<file path="config.mk">
export PLATFORM = sky130hd
export DESIGN_NAME = logic_op_arbiter_flat
export DESIGN_NICKNAME = d
export VERILOG_FILES = /design/src/rtl/logic_op_arbiter_if.sv /design/src/rtl/logic_op_arbiter.sv /design/src/flat_wrapper.sv
export SDC_FILE = /design/constraint.sdc
export NUM_CORES = 1
export LEC_CHECK = 0
export ABC_AREA = 1
export CORE_MARGIN = 2
export CORE_UTILIZATION = 48
export CTS_BUF_LIST = sky130_fd_sc_hd__clkbuf_8
export DETAILED_ROUTE_END_ITERATION = 8
export GPL_TIMING_DRIVEN = 1
export MAX_ROUTING_LAYER = met4
export PLACE_DENSITY = 0.94
export SYNTH_ARGS = -nofsm -noshare
export SYNTH_HDL_FRONTEND = slang
export SYNTH_SLANG_ARGS = --single-unit
</file>
<file path="constraint.sdc">
create_clock -name clk -period 3.35 [get_ports clk]
set_input_delay 1.005 -clock clk [delete_from_list [all_inputs] [get_ports clk]]
set_output_delay 1.005 -clock clk [all_outputs]
set_load 0.05 [all_outputs]
</file>
<file path="src/rtl/logic_op_arbiter_if.sv">
// Request/response bundle between N_REQ requesters and the shared logic-op unit.
// master = requester side, slave = arbiter side.
interface logic_op_arbiter_if #(
   parameter int N_REQ = 4,
   parameter int WIDTH = 8,
   parameter int IDW   = 2
);
   logic [N_REQ-1:0]       req_valid;
   logic [N_REQ-1:0]       req_ready;
   logic [3*N_REQ-1:0]     req_op;
   logic [WIDTH*N_REQ-1:0] req_a;
   logic [WIDTH*N_REQ-1:0] req_b;
   logic                   rsp_valid;
   logic                   rsp_ready;
   logic [IDW-1:0]         rsp_id;
   logic [WIDTH-1:0]       rsp_y;
   logic                   rsp_err;

   modport master (
      output req_valid, req_op, req_a, req_b, rsp_ready,
      input  req_ready, rsp_valid, rsp_id, rsp_y, rsp_err
   );

   modport slave (
      input  req_valid, req_op, req_a, req_b, rsp_ready,
      output req_ready, rsp_valid, rsp_id, rsp_y, rsp_err
   );
endinterface

</file>
<file path="src/rtl/logic_op_arbiter.sv">
// Round-robin arbiter sharing one bitwise gate unit among N_REQ requesters;
// one request in flight at a time: IDLE grant -> EXEC compute -> RESP hold.
module logic_op_arbiter #(
   parameter int N_REQ = 4,
   parameter int WIDTH = 8,
   parameter int IDW   = 2
) (
   input  logic clk,
   input  logic rst,
   logic_op_arbiter_if.slave bus
);

   typedef enum logic [1:0] {
      IDLE,
      EXEC,
      RESP
   } state_t;

   state_t state, state_nxt;

   logic [IDW-1:0]   rr_ptr;
   logic [IDW-1:0]   win;
   logic [IDW-1:0]   cand;
   logic             found;
   logic             accept;
   logic [N_REQ-1:0] ready;

   logic [2:0]       sel_op;
   logic [WIDTH-1:0] sel_a;
   logic [WIDTH-1:0] sel_b;

   logic [2:0]       lat_op;
   logic [WIDTH-1:0] lat_a;
   logic [WIDTH-1:0] lat_b;
   logic [IDW-1:0]   lat_id;

   logic [WIDTH-1:0] gate_y;
   logic             gate_err;

   logic [IDW-1:0]   id_q;
   logic [WIDTH-1:0] y_q;
   logic             err_q;

   // First valid requester at or after rr_ptr, wrapping at N_REQ.
   always_comb begin
      found = 1'b0;
      win   = '0;
      cand  = '0;
      for (int k = 0; k < N_REQ; k++) begin
         cand = IDW'((int'(rr_ptr) + k) % N_REQ);
         if (!found && bus.req_valid[cand]) begin
            found = 1'b1;
            win   = cand;
         end
      end
   end

   assign accept = (state == IDLE) && !rst && found;

   always_comb begin
      ready  = '0;
      sel_op = '0;
      sel_a  = '0;
      sel_b  = '0;
      for (int i = 0; i < N_REQ; i++) begin
         if (win == IDW'(i)) begin
            ready[i] = accept;
            sel_op   = bus.req_op[3*i +: 3];
            sel_a    = bus.req_a[WIDTH*i +: WIDTH];
            sel_b    = bus.req_b[WIDTH*i +: WIDTH];
         end
      end
   end

   always_comb begin
      gate_y   = '0;
      gate_err = 1'b0;
      unique case (lat_op)
         3'd0: gate_y = lat_a & lat_b;
         3'd1: gate_y = ~(lat_a & lat_b);
         3'd2: gate_y = lat_a | lat_b;
         3'd3: gate_y = ~(lat_a | lat_b);
         3'd4: gate_y = lat_a ^ lat_b;
         3'd5: gate_y = ~(lat_a ^ lat_b);
         3'd6: gate_y = ~lat_a;
         default: gate_err = 1'b1;
      endcase
   end

   always_ff @(posedge clk) begin
      if (rst) begin
         state <= IDLE;
      end else begin
         state <= state_nxt;
      end
   end

   always_comb begin
      state_nxt = state;
      unique case (state)
         IDLE: if (found) state_nxt = EXEC;
         EXEC: state_nxt = RESP;
         RESP: if (bus.rsp_ready) state_nxt = IDLE;
         default: state_nxt = IDLE;
      endcase
   end

   always_ff @(posedge clk) begin
      if (rst) begin
         rr_ptr <= '0;
         lat_op <= '0;
         lat_a  <= '0;
         lat_b  <= '0;
         lat_id <= '0;
         id_q   <= '0;
         y_q    <= '0;
         err_q  <= 1'b0;
      end else begin
         if (accept) begin
            lat_op <= sel_op;
            lat_a  <= sel_a;
            lat_b  <= sel_b;
            lat_id <= win;
         end
         if (state == EXEC) begin
            y_q   <= gate_y;
            err_q <= gate_err;
            id_q  <= lat_id;
         end
         // Served requester drops to lowest priority.
         if (state == RESP && bus.rsp_ready) begin
            rr_ptr <= (id_q == IDW'(N_REQ - 1)) ? '0 : id_q + 1'b1;
         end
      end
   end

   assign bus.req_ready = ready;
   assign bus.rsp_valid = (state == RESP);
   assign bus.rsp_id    = id_q;
   assign bus.rsp_y     = y_q;
   assign bus.rsp_err   = err_q;

endmodule

</file>
<file path="src/flat_wrapper.sv">
// flat-port wrapper written by rule: the top's interface ports become plain ports
module logic_op_arbiter_flat 
#(
   parameter int N_REQ = 4,
   parameter int WIDTH = 8,
   parameter int IDW   = 2
)
  (clk, rst, bus_req_valid, bus_req_op, bus_req_a, bus_req_b, bus_rsp_ready, bus_req_ready, bus_rsp_valid, bus_rsp_id, bus_rsp_y, bus_rsp_err);
  logic_op_arbiter_if #(.N_REQ(N_REQ), .WIDTH(WIDTH), .IDW(IDW)) bus_i ();
  input  logic clk;
  input  logic rst;
  input wire logic [$bits(bus_i.req_valid)-1:0] bus_req_valid;
  input wire logic [$bits(bus_i.req_op)-1:0] bus_req_op;
  input wire logic [$bits(bus_i.req_a)-1:0] bus_req_a;
  input wire logic [$bits(bus_i.req_b)-1:0] bus_req_b;
  input wire logic [$bits(bus_i.rsp_ready)-1:0] bus_rsp_ready;
  output wire logic [$bits(bus_i.req_ready)-1:0] bus_req_ready;
  output wire logic [$bits(bus_i.rsp_valid)-1:0] bus_rsp_valid;
  output wire logic [$bits(bus_i.rsp_id)-1:0] bus_rsp_id;
  output wire logic [$bits(bus_i.rsp_y)-1:0] bus_rsp_y;
  output wire logic [$bits(bus_i.rsp_err)-1:0] bus_rsp_err;
  assign bus_i.req_valid = bus_req_valid;
  assign bus_i.req_op = bus_req_op;
  assign bus_i.req_a = bus_req_a;
  assign bus_i.req_b = bus_req_b;
  assign bus_i.rsp_ready = bus_rsp_ready;
  assign bus_req_ready = bus_i.req_ready;
  assign bus_rsp_valid = bus_i.rsp_valid;
  assign bus_rsp_id = bus_i.rsp_id;
  assign bus_rsp_y = bus_i.rsp_y;
  assign bus_rsp_err = bus_i.rsp_err;
  logic_op_arbiter #(.N_REQ(N_REQ), .WIDTH(WIDTH), .IDW(IDW)) u_core (.clk(clk), .rst(rst), .bus(bus_i));
endmodule
</file>
==> qor.yml, run 1 <==
ys_seq_area_frac: 0.241
p_int_w: 0.00110
pwr-share-seq: 0.289
antenna_found_initial: 0
yosysMostFrequentCell: "nand2_1"
synth_largest_area_cell: "dfxtp_1"
clk_latency_ns: 0.29
relSlewSlack: 0.489
fin_cells: 632
dr.first_iter.drc_count: 248
rows: 28
drv_cap: 0
status: "complete, no violations"
ir_drop_mv: 0.216
cts_hold_buffers: 0
place.gp.congestion: 0.859
tns_ns: 0
netSwitchingPower_w: 0.000763
die_h_um: 83.0
syn_nets: 548
switching_share: 0.410
die-area_um2: 6880
drc_errors: 0
fin_skew_ns: 0.00736
comb_power_share: 0.512
worstPathMaxFanout: 3
finalMaxSlewViolations: 0
startpoint_type: "primary input"
track_usage: 0.250
power_leakage_nw: 1.93
synthTopCellsByArea: "dfxtp_1 (24%), nand2_1 (18%), ha_1 (7.1%)"
diodes: 0
ys.flop_type: "dfxtp_1"
hold_path.class: "reg -> reg"
avgViaCountPerCell: 5.41
die_w_um: 83.0
numPortBuffers: 98
hpwlAfterDp_um: 6450
netlist_instances: 448
areaGrowthSynthToFinish_pct: 45.0
grt_pass1_wl_um: 14400
multi_input_area_um2: 2080
pin_count: 99
finalHoldViolations: 0
placedCellCount: 617
synth_edf_count: 0
endpoint_kind: "output port"
clock-sinks: 36
p_clk_frac: 0.199
cts_tree: "built"
synth_commonest_cells: "nand2_1 (141), inv_1 (39), dfxtp_1 (36)"
synth.distinct_cells: 38
first_global_vias: 3363
power_density_nw_per_um2: 428
hold_ws_ns: 0.468
grt-ovfl-total: 0
timing.final.crit_period_ns: 3.32
setup_viol: 0
htree_levels: 2
avgSynthCellArea_um2: 6.68
async_reset_ff_frac: 0
clockBufferDepth: 2
final_layout_size_suffix_gt1_frac: 0.215
clk_pin_slew_ns: 0.07
fmax_mhz: 301
num_vias: 3417
grt_max_degree: 32
nFillCells: 418
core-area_um2: 5990
wl_per_cell_um: 14.0
yosysTopAreaCellShare: 0.241
power_w: 0.00186
cts-root-buf: "clkbuf_8"
yosys_warnings: 0
path_class: "in -> out"
ys_ff_latch: 36
cp.required_ns: 2.34
worst_slew_pin_slew_ns: 0.764
regArea_um2: 722
syn_area_um2: 2990
fin_area_um2: 4340
firstDrtPassIters: 5
initial_core_util: 0.500
finalWirelength_um: 8870
postRouteAntennaNets: 0
cts_inserted_buffers: 5
placed_area_um2: 4070
cp.arrival_ns: 2.31
fin_crit_sh: 0.991
fin_nets: 656
==> logic make-up after synthesis <==
| family | Yosys count | synth area share |
|---|---|---|
| fa+ha+maj | 17 | 0.0711 |
| simple gates | 252 | 0.409 |
| buf+inv | 61 | 0.108 |
| flops | 36 | 0.241 |
| compound gates | 82 | 0.171 |
==> cell type report <==
type                       instances  share of cell area
clock inverter                     3             0.00894
timing repair buffer             118               0.268
clock buffer                       5              0.0159
sequential                        36               0.166
inverter                          44              0.0398
tap                               75              0.0216
multi-input combinational        351               0.480
==> worst max-delay path: stages <==
cell     delay [ns]
buf_2          0.12
inv_2          0.09
nand2_4        0.07
nand2_2        0.09
o21ai_4        0.07
buf_6          0.14
nand3_1        0.11
nand2_1        0.11
nor2_4         0.17
nand2_4        0.08
nor2_4         0.10
buf_12         0.14
==> power by group through the flow <==
stage	logic [W]	registers, W	clock network (W)
global placement	0.000836	0.000539	0
detailed placement	0.000871	0.000542	0
global route	0.00103	0.000544	0.000392
CTS	0.000925	0.000533	0.000372
finish	0.000953	0.000537	0.000370
floorplan	0.000574	0.000579	0
==> registers in the layout, summed over array words and instances, names as in the netlist <==
name	count
u_core.bus.rsp_id	2
u_core.lat_id	2
u_core.rr_ptr	2
u_core.state	2
u_core.lat_a	8
u_core.lat_op	3
u_core.lat_b	8
u_core.bus.rsp_err	1
u_core.bus.rsp_y	8
==> cells in the final DEF (no fill, tap or decap), types with 3 or more instances in the layout <==
cell type | Yosys | routed
nand2_4 | 6 | 13
a221oi_1 | 3 | 3
o21ai_0 | 24 | 24
nor2_2 | 4 | 4
nand4_1 | 6 | 6
buf_4 | 1 | 17
nand3_1 | 23 | 20
a21oi_1 | 24 | 23
buf_12 | 2 | 4
nand2_2 | 18 | 21
inv_1 | 39 | 35
nand3_2 | 11 | 11
clkdlybuf4s50_1 | 0 | 90
o21ai_2 | 5 | 5
o21a_1 | 3 | 3
nor2_1 | 35 | 31
o22ai_1 | 8 | 8
o31ai_1 | 5 | 5
a21oi_2 | 4 | 5
nand2_1 | 141 | 131
nand3_4 | 0 | 3
buf_6 | 3 | 3
ha_1 | 17 | 17
inv_2 | 3 | 8
clkbuf_8 | 3 | 5
dfxtp_1 | 36 | 35
nor2_4 | 2 | 6
==> final timing paths <==
check,slack (ns),from,endpoint,cells past startpoint
max,0.03,bus_req_valid[2],bus_req_ready[0],12
min,0.47,u_core.bus.rsp_y[1],u_core.bus.rsp_y[1],2
max reg2reg,0.74,u_core.rr_ptr[1],u_core.lat_a[2],16
min reg2reg,0.47,u_core.bus.rsp_y[1],u_core.bus.rsp_y[1],2
==> repair_timing <==
item	4_1_cts	5_1_grt
resized for setup	39	12
buffers inserted	6	1
endpoints found under the hold margin	0	0
pin swaps	17	9
setup endpoints to repair	4	4
==> routing by layer <==
layer / vias up / routed length (um) / global-route usage
met1: 1557 / 3690 / 0.291
met2: 160 / 4480 / 0.438
met3: 26 / 509 / 0.0368
met4: 0 / 193 / 0.0909
li1: 1674 / - / -
met5: - / 0 / -
==> stage by stage <==
| step | worst slack, ns | util |
|---|---|---|
| after floorplan | -0.0393 | - |
| after CTS | 0.0116 | 0.717 |
| after detailed placement | -0.451 | 0.679 |
| final | 0.0314 | 0.724 |
| after global routing | -0.0443 | 0.724 |
| after global placement | -0.311 | 0.679 |
(Power assumes the default switching activity.)
==> run 2, diff against run 1 <==
ABC_AREA = default   (was 1)
CORE_UTILIZATION = 46   (was 48)
==> qor.yml, run 2 <==
die-area_um2: 6330  # -8.0%
fmax_mhz: 304  # +1.0%
fin_util: 0.692  # -0.0322
avgSynthCellArea_um2: 8.97  # +34%
avgViaCountPerCell: 5.29  # -2.1%
ys_ff_latch: 36  # unchanged
hold_depth: 2  # unchanged
startpoint_type: "primary input"
finalWirelength_um: 6050  # -32%
num_vias: 2430  # -29%
dr.first_iter.drc_count: 69  # -72%
clock-sinks: 36  # unchanged
cts_inserted_buffers: 5  # unchanged
synth.distinct_cells: 38  # unchanged
firstDrtPassIters: 4  # -1
hold_ws_ns: 0.466  # -0.00106 ns
cts-root-buf: "clkbuf_8"
drc_errors: 0  # unchanged
synth_commonest_cells: "mux2i_1 (39), dfxtp_1 (36), nand2_1 (27)"
worst_hold_path.endpoint: "u_core.bus.rsp_err"
worst_slew_pin_slew_ns: 1.24  # +0.474 ns
syn_nets: 393  # -28%
hpwlAfterDp_um: 4780  # -26%
hold_path.class: "reg -> reg"
core-area_um2: 5510  # -8.1%
place.gp.congestion: 0.755  # -12%
wl_per_cell_um: 13.2  # -6.1%
worstPathMaxFanout: 7  # +4
final_layout_size_suffix_gt1_frac: 0.132  # -0.0837
clk_latency_ns: 0.29  # about the same
die_w_um: 79.6  # -4.1%
synth_edf_count: 0  # unchanged
finalMaxSlewViolations: 0  # unchanged
areaGrowthSynthToFinish_pct: 45.0  # about the same
cp.arrival_ns: 2.28  # -0.03 ns
drv_cap: 0  # unchanged
status: "complete, no violations"
reg2reg_depth: 5  # -11
r2r_setup_slack_ns: 1.26  # +0.52 ns
clockBufferDepth: 2  # unchanged
numPortBuffers: 98  # unchanged
clk_pin_slew_ns: 0.08  # about the same
track_usage: 0.203  # -0.0477
fin_crit_sh: 0.981  # -0.00987
grt-ovfl-total: 0  # unchanged
synth_largest_area_cell: "dfxtp_1"
antenna_found_initial: 0  # unchanged
postCtsSetupRepairBufs: 0  # -6
yosysMostFrequentCell: "mux2i_1"
relSlewSlack: 0.172  # -0.316
ir_drop_mv: 0.289  # +34%
rows: 27  # -3.6%
timing.final.crit_period_ns: 3.29  # -0.0331 ns
netlist_instances: 293  # -35%
cp.required_ns: 2.34  # about the same
async_reset_ff_frac: 0  # unchanged
die_h_um: 79.6  # -4.1%
postRouteAntennaNets: 0  # unchanged
syn_area_um2: 2630  # -12%
power_leakage_nw: 1.59  # -17%
pin_count: 99  # unchanged
hold_start: "u_core.bus.rsp_err"
htree_levels: 2  # unchanged
endpoint_kind: "output port"
cts_hold_buffers: 0  # unchanged
synthTopCellsByArea: "dfxtp_1 (27%), mux2i_1 (15%), ha_1 (8.1%)"
diodes: 0  # unchanged
first_global_vias: 2331  # -31%
ys_seq_area_frac: 0.274  # +0.0335
fin_skew_ns: 0.00541  # -0.00195 ns
r2r_end: "u_core.lat_a[4]"
grt_pass1_wl_um: 10200  # -30%
rsz0062_at_grt: "false"
yosysTopAreaCellShare: 0.274  # +0.0335
final_cell_mix: "clkdlybuf4s50_1 (90), mux2i_1 (39), dfxtp_1 (36)"
mostFrequentLayoutCell: "clkdlybuf4s50_1"
initial_core_util: 0.477  # -0.0224
path_class: "in -> out"
ys.flop_type: "dfxtp_1"
grt_max_degree: 36  # +13%
fin_nets: 486  # -26%
setup_viol: 0  # unchanged
cts_tree: "built"
rr_startpoint: "u_core.state[0]"
power_density_nw_per_um2: 392  # -8.5%
yosys_warnings: 0  # unchanged
finalHoldViolations: 0  # unchanged
[run 2: cell types whose count changed in the layout (fill, tap and decap cells not counted), sizes merged, moves of 7 or more]
cell    delta
o221ai    +19
nor2      -19
a21oi     -11
o22ai      -7
a211oi     +7
nand2    -137
xnor2      +7
nand2b     +8
inv       -26
buf       -11
nand3     -33
o21ai     -23
mux2       +7
mux2i     +39
[run 2: worst max-delay path by stage]
stage	from	slack [ns]	to	cells after the start
2_1_floorplan	bus_req_valid[1]	0.03	bus_req_ready[1]	6
3_3_place_gp	bus_req_valid[1]	-0.25	bus_req_ready[0]	7
3_5_place_dp	bus_req_valid[1]	-0.32	bus_req_ready[0]	7
4_1_cts	bus_req_valid[0]	0.003	bus_req_ready[0]	7
5_1_grt	bus_req_valid[0]	0.01	bus_req_ready[2]	7
6_report	bus_req_valid[0]	0.06	bus_req_ready[2]	7
[run 2: cell families after synthesis]
logic type	count (synthesis)	synth area share
simple gates	72	0.131
flops	36	0.274
xor+xnor	8	0.0267
mux	46	0.179
buf+inv	41	0.0838
compound gates	73	0.225
fa+ha+maj	17	0.0810
[run 2: per-stage QoR]
step                total power [W]  setup slack, ns  cell area, um2  instances  setup TNS [ns]
floorplan                  0.000925           0.0260            2640        293               0
global placement            0.00109           -0.249            3680        451          -0.822
detailed placement          0.00112           -0.324            3680        451           -2.13
CTS                         0.00150          0.00266            3810        459               0
global route                0.00158           0.0145            3810        459               0
finish                      0.00149           0.0644            3810        459               0
[run 2: metal layers]
metal,vias up,GRT usage,wire length [um]
li1,1229,-,-
met1,1115,0.230,2550
met2,75,0.371,3100
met3,11,0.0317,317
met4,0,0.0517,85
met5,-,-,0
[run 2: worst max-delay path: stages]
cell	delay (ns)
dlygate4sd2_1	0.26
inv_1	0.10
buf_4	0.11
o22ai_1	0.06
a211o_2	0.40
and3_4	0.19
buf_12	0.14
[run 2: power breakdown]
| group | internal, W | switching (W) | total [W] |
|---|---|---|---|
| clock network | 0.000220 | 0.000161 | 0.000381 |
| registers | 0.000476 | 0.0000681 | 0.000545 |
| logic | 0.000303 | 0.000266 | 0.000569 |
| total | 0.00100 | 0.000494 | 0.00149 |
[run 2: final cells by class]
type	instances	area, um2
flip-flops and latches	36	721
fillers	417	1700
multi-input cells	216	1720
clock buffers	5	68.8
well taps	72	90.1
repair buffers	109	1100
inverters	18	67.6
clock inverters	3	42.5
[run 2: timing repair]
action	in CTS	in global routing
endpoints found under the setup margin	4	4
pin swaps	2	3
resized for setup	9	1
==> run 3, diff against run 2 <==
ABC_AREA = 0   (was default)
GPL_ROUTABILITY_DRIVEN = 0   (was default)
==> results of run 3 <==
Same layout as run 2: the final DEF is identical, and so are final timing and power.
==> RTL change (config.mk and constraints of run 2) <==
`N_REQ` is set to 4 in 3 places; all go to 2.
--- a/src/rtl/logic_op_arbiter_if.sv
+++ b/src/rtl/logic_op_arbiter_if.sv
@@ -3,3 +3,3 @@
 interface logic_op_arbiter_if #(
-   parameter int N_REQ = 4,
+   parameter int N_REQ = 2,
    parameter int WIDTH = 8,
--- a/src/rtl/logic_op_arbiter.sv
+++ b/src/rtl/logic_op_arbiter.sv
@@ -3,3 +3,3 @@
 module logic_op_arbiter #(
-   parameter int N_REQ = 4,
+   parameter int N_REQ = 2,
    parameter int WIDTH = 8,
--- a/src/flat_wrapper.sv
+++ b/src/flat_wrapper.sv
@@ -3,3 +3,3 @@
 #(
-   parameter int N_REQ = 4,
+   parameter int N_REQ = 2,
    parameter int WIDTH = 8,
Ports: changed (5 resized); port bits go from 99 to 57. No check against the original RTL was run, so the function may have changed too.
==> RTL change against run 2 <==
  * Maximum frequency rose by 7.1%
  * Core utilization is 6.1 points lower
  * Cell area decreased by 35%
  * Final cell count shrank 36%
  * Non-clock buffer count shrank 49
  * Sequential cell count is 3 lower
  * Wire length decreased by 23%
  * Total power is 35% lower
  * Clock power decreased by 29%
  * Setup slack improved by 0.22 ns
  * Area after synthesis down 29%
  * Largest cell class unchanged
==> RTL change: results (changes against run 2) <==
* Worst path max stage delay at 0.45 ns (+0.05 ns)
* Routed vias/inst at 5.97 (+13%)
* Clock skew at 0.00355 ns (-0.00187 ns)
* 1st-iter DRT viols at 130 (+88%)
* Critical-path top delay cell: clkdlybuf4s50_1
* VDD IR max at 0.339 mV (+17%)
* CP Data Arrival Time at 2.06 ns (-0.22 ns)
* Status: completed
* Slew margin rel. at 0.606 (+0.434)
* Routed wl met2 at 2380 um (-23%)
* Final setup TNS at 0 ns (unchanged)
* Syn nets at 256 (-35%)
* All-Layer GR Usage at 0.236 (+0.0336)
* WL met3 at 367 um (+16%)
* Layout Nets at 304 (-37%)
* Clock net power at 270 uW (-29%)
* Layout cells sized above 1 at 0.0697 (-0.0621)
* Leakage at 0.000941 uW (-41%)
* Hpwl dp at 3390 um (-29%)
* Wire length on met1 at 1810 um (-29%)
* Fin cells at 294 (-36%)
* Switching Fraction at 0.301 (-0.0301)
* Dpl cells at 288 (-36%)
* CP max FO at 3 (-4)
* DR WL/cell at 15.9 um (+20%)
* Synth Instances at 197 (-33%)
* Vias in the first global route at 1731 (-26%)
* Post-synth top cells: 33 x dfxtp_1, 29 x nor2_1, 20 x inv_1
* Post-cts sizing count at 0 (-9)
* Pre-antenna DRT Iters at 5 (+1)
* Placed Area at 2420 um2 (-34%)
* Main area contributors after synthesis: dfxtp_1 35%, ha_1 11%, a222oi_1 10%
* Synth cell types at 28 (-26%)
* Final GP Congestion at 0.871 (+15%)
* Sequential power at 448 uW (-18%)
* I/O Buffers at 55 (-44%)
* CTS clk-pin slew, worst paths at 0.06 ns (-0.02 ns)
* First-pass GRT wire length at 7730 um (-24%)
## RTL change: cell types whose count changed in the layout (fill, tap and decap cells not counted), sizes merged, moves of 8 or more
cell           delta
buf               -8
a222oi           +19
a21oi             -8
a32o              +8
mux2i            -20
clkdlybuf4s50    -37
nand2            -27
o221ai           -12
o21a              -8
## RTL change: cell families after synthesis
| group | count (synthesis) | share of synthesized area |
|---|---|---|
| AND/OR/NAND/NOR | 42 | 0.111 |
| buffers and inverters | 39 | 0.103 |
| multiplexers | 19 | 0.102 |
| adder cells (fa/ha/maj) | 16 | 0.107 |
| AO/OA/AOI/OAI | 47 | 0.219 |
| other | 1 | 0.00201 |
| flip-flops | 33 | 0.355 |
## RTL change: metal layers
layer | global-route usage | vias to the layer above
met1 | 0.250 | 836
met5 | - | -
met4 | 0.125 | 0
met3 | 0.0550 | 10
li1 | - | 826
met2 | 0.407 | 82
## RTL change: per-stage QoR
stage	setup WS (ns)	total power (uW)
final	0.282	975
after global routing	0.166	1030
after CTS	0.284	982
after detailed placement	0.296	710
after global placement	0.312	698
after floorplan	0.596	613
## RTL change: final timing paths
path | from | end | slack, ns | depth (start not counted)
min reg2reg | u_core.bus.rsp_y[2] | u_core.bus.rsp_y[2] | 0.47 | 1
max | rst | bus_req_ready[0] | 0.28 | 4
max reg2reg | u_core.lat_op[1] | u_core.bus.rsp_y[4] | 1.59 | 4
min | u_core.bus.rsp_y[2] | u_core.bus.rsp_y[2] | 0.47 | 1
## RTL change: cell type report
type                       count  area [um2]
clock inverter                 1        5.00
sequential                    33         661
clock buffer                   5        68.8
multi-input combinational    125        1010
inverter                      20        75.1
tap                           50        62.6
timing repair buffer          60         608
fill                         321        1450
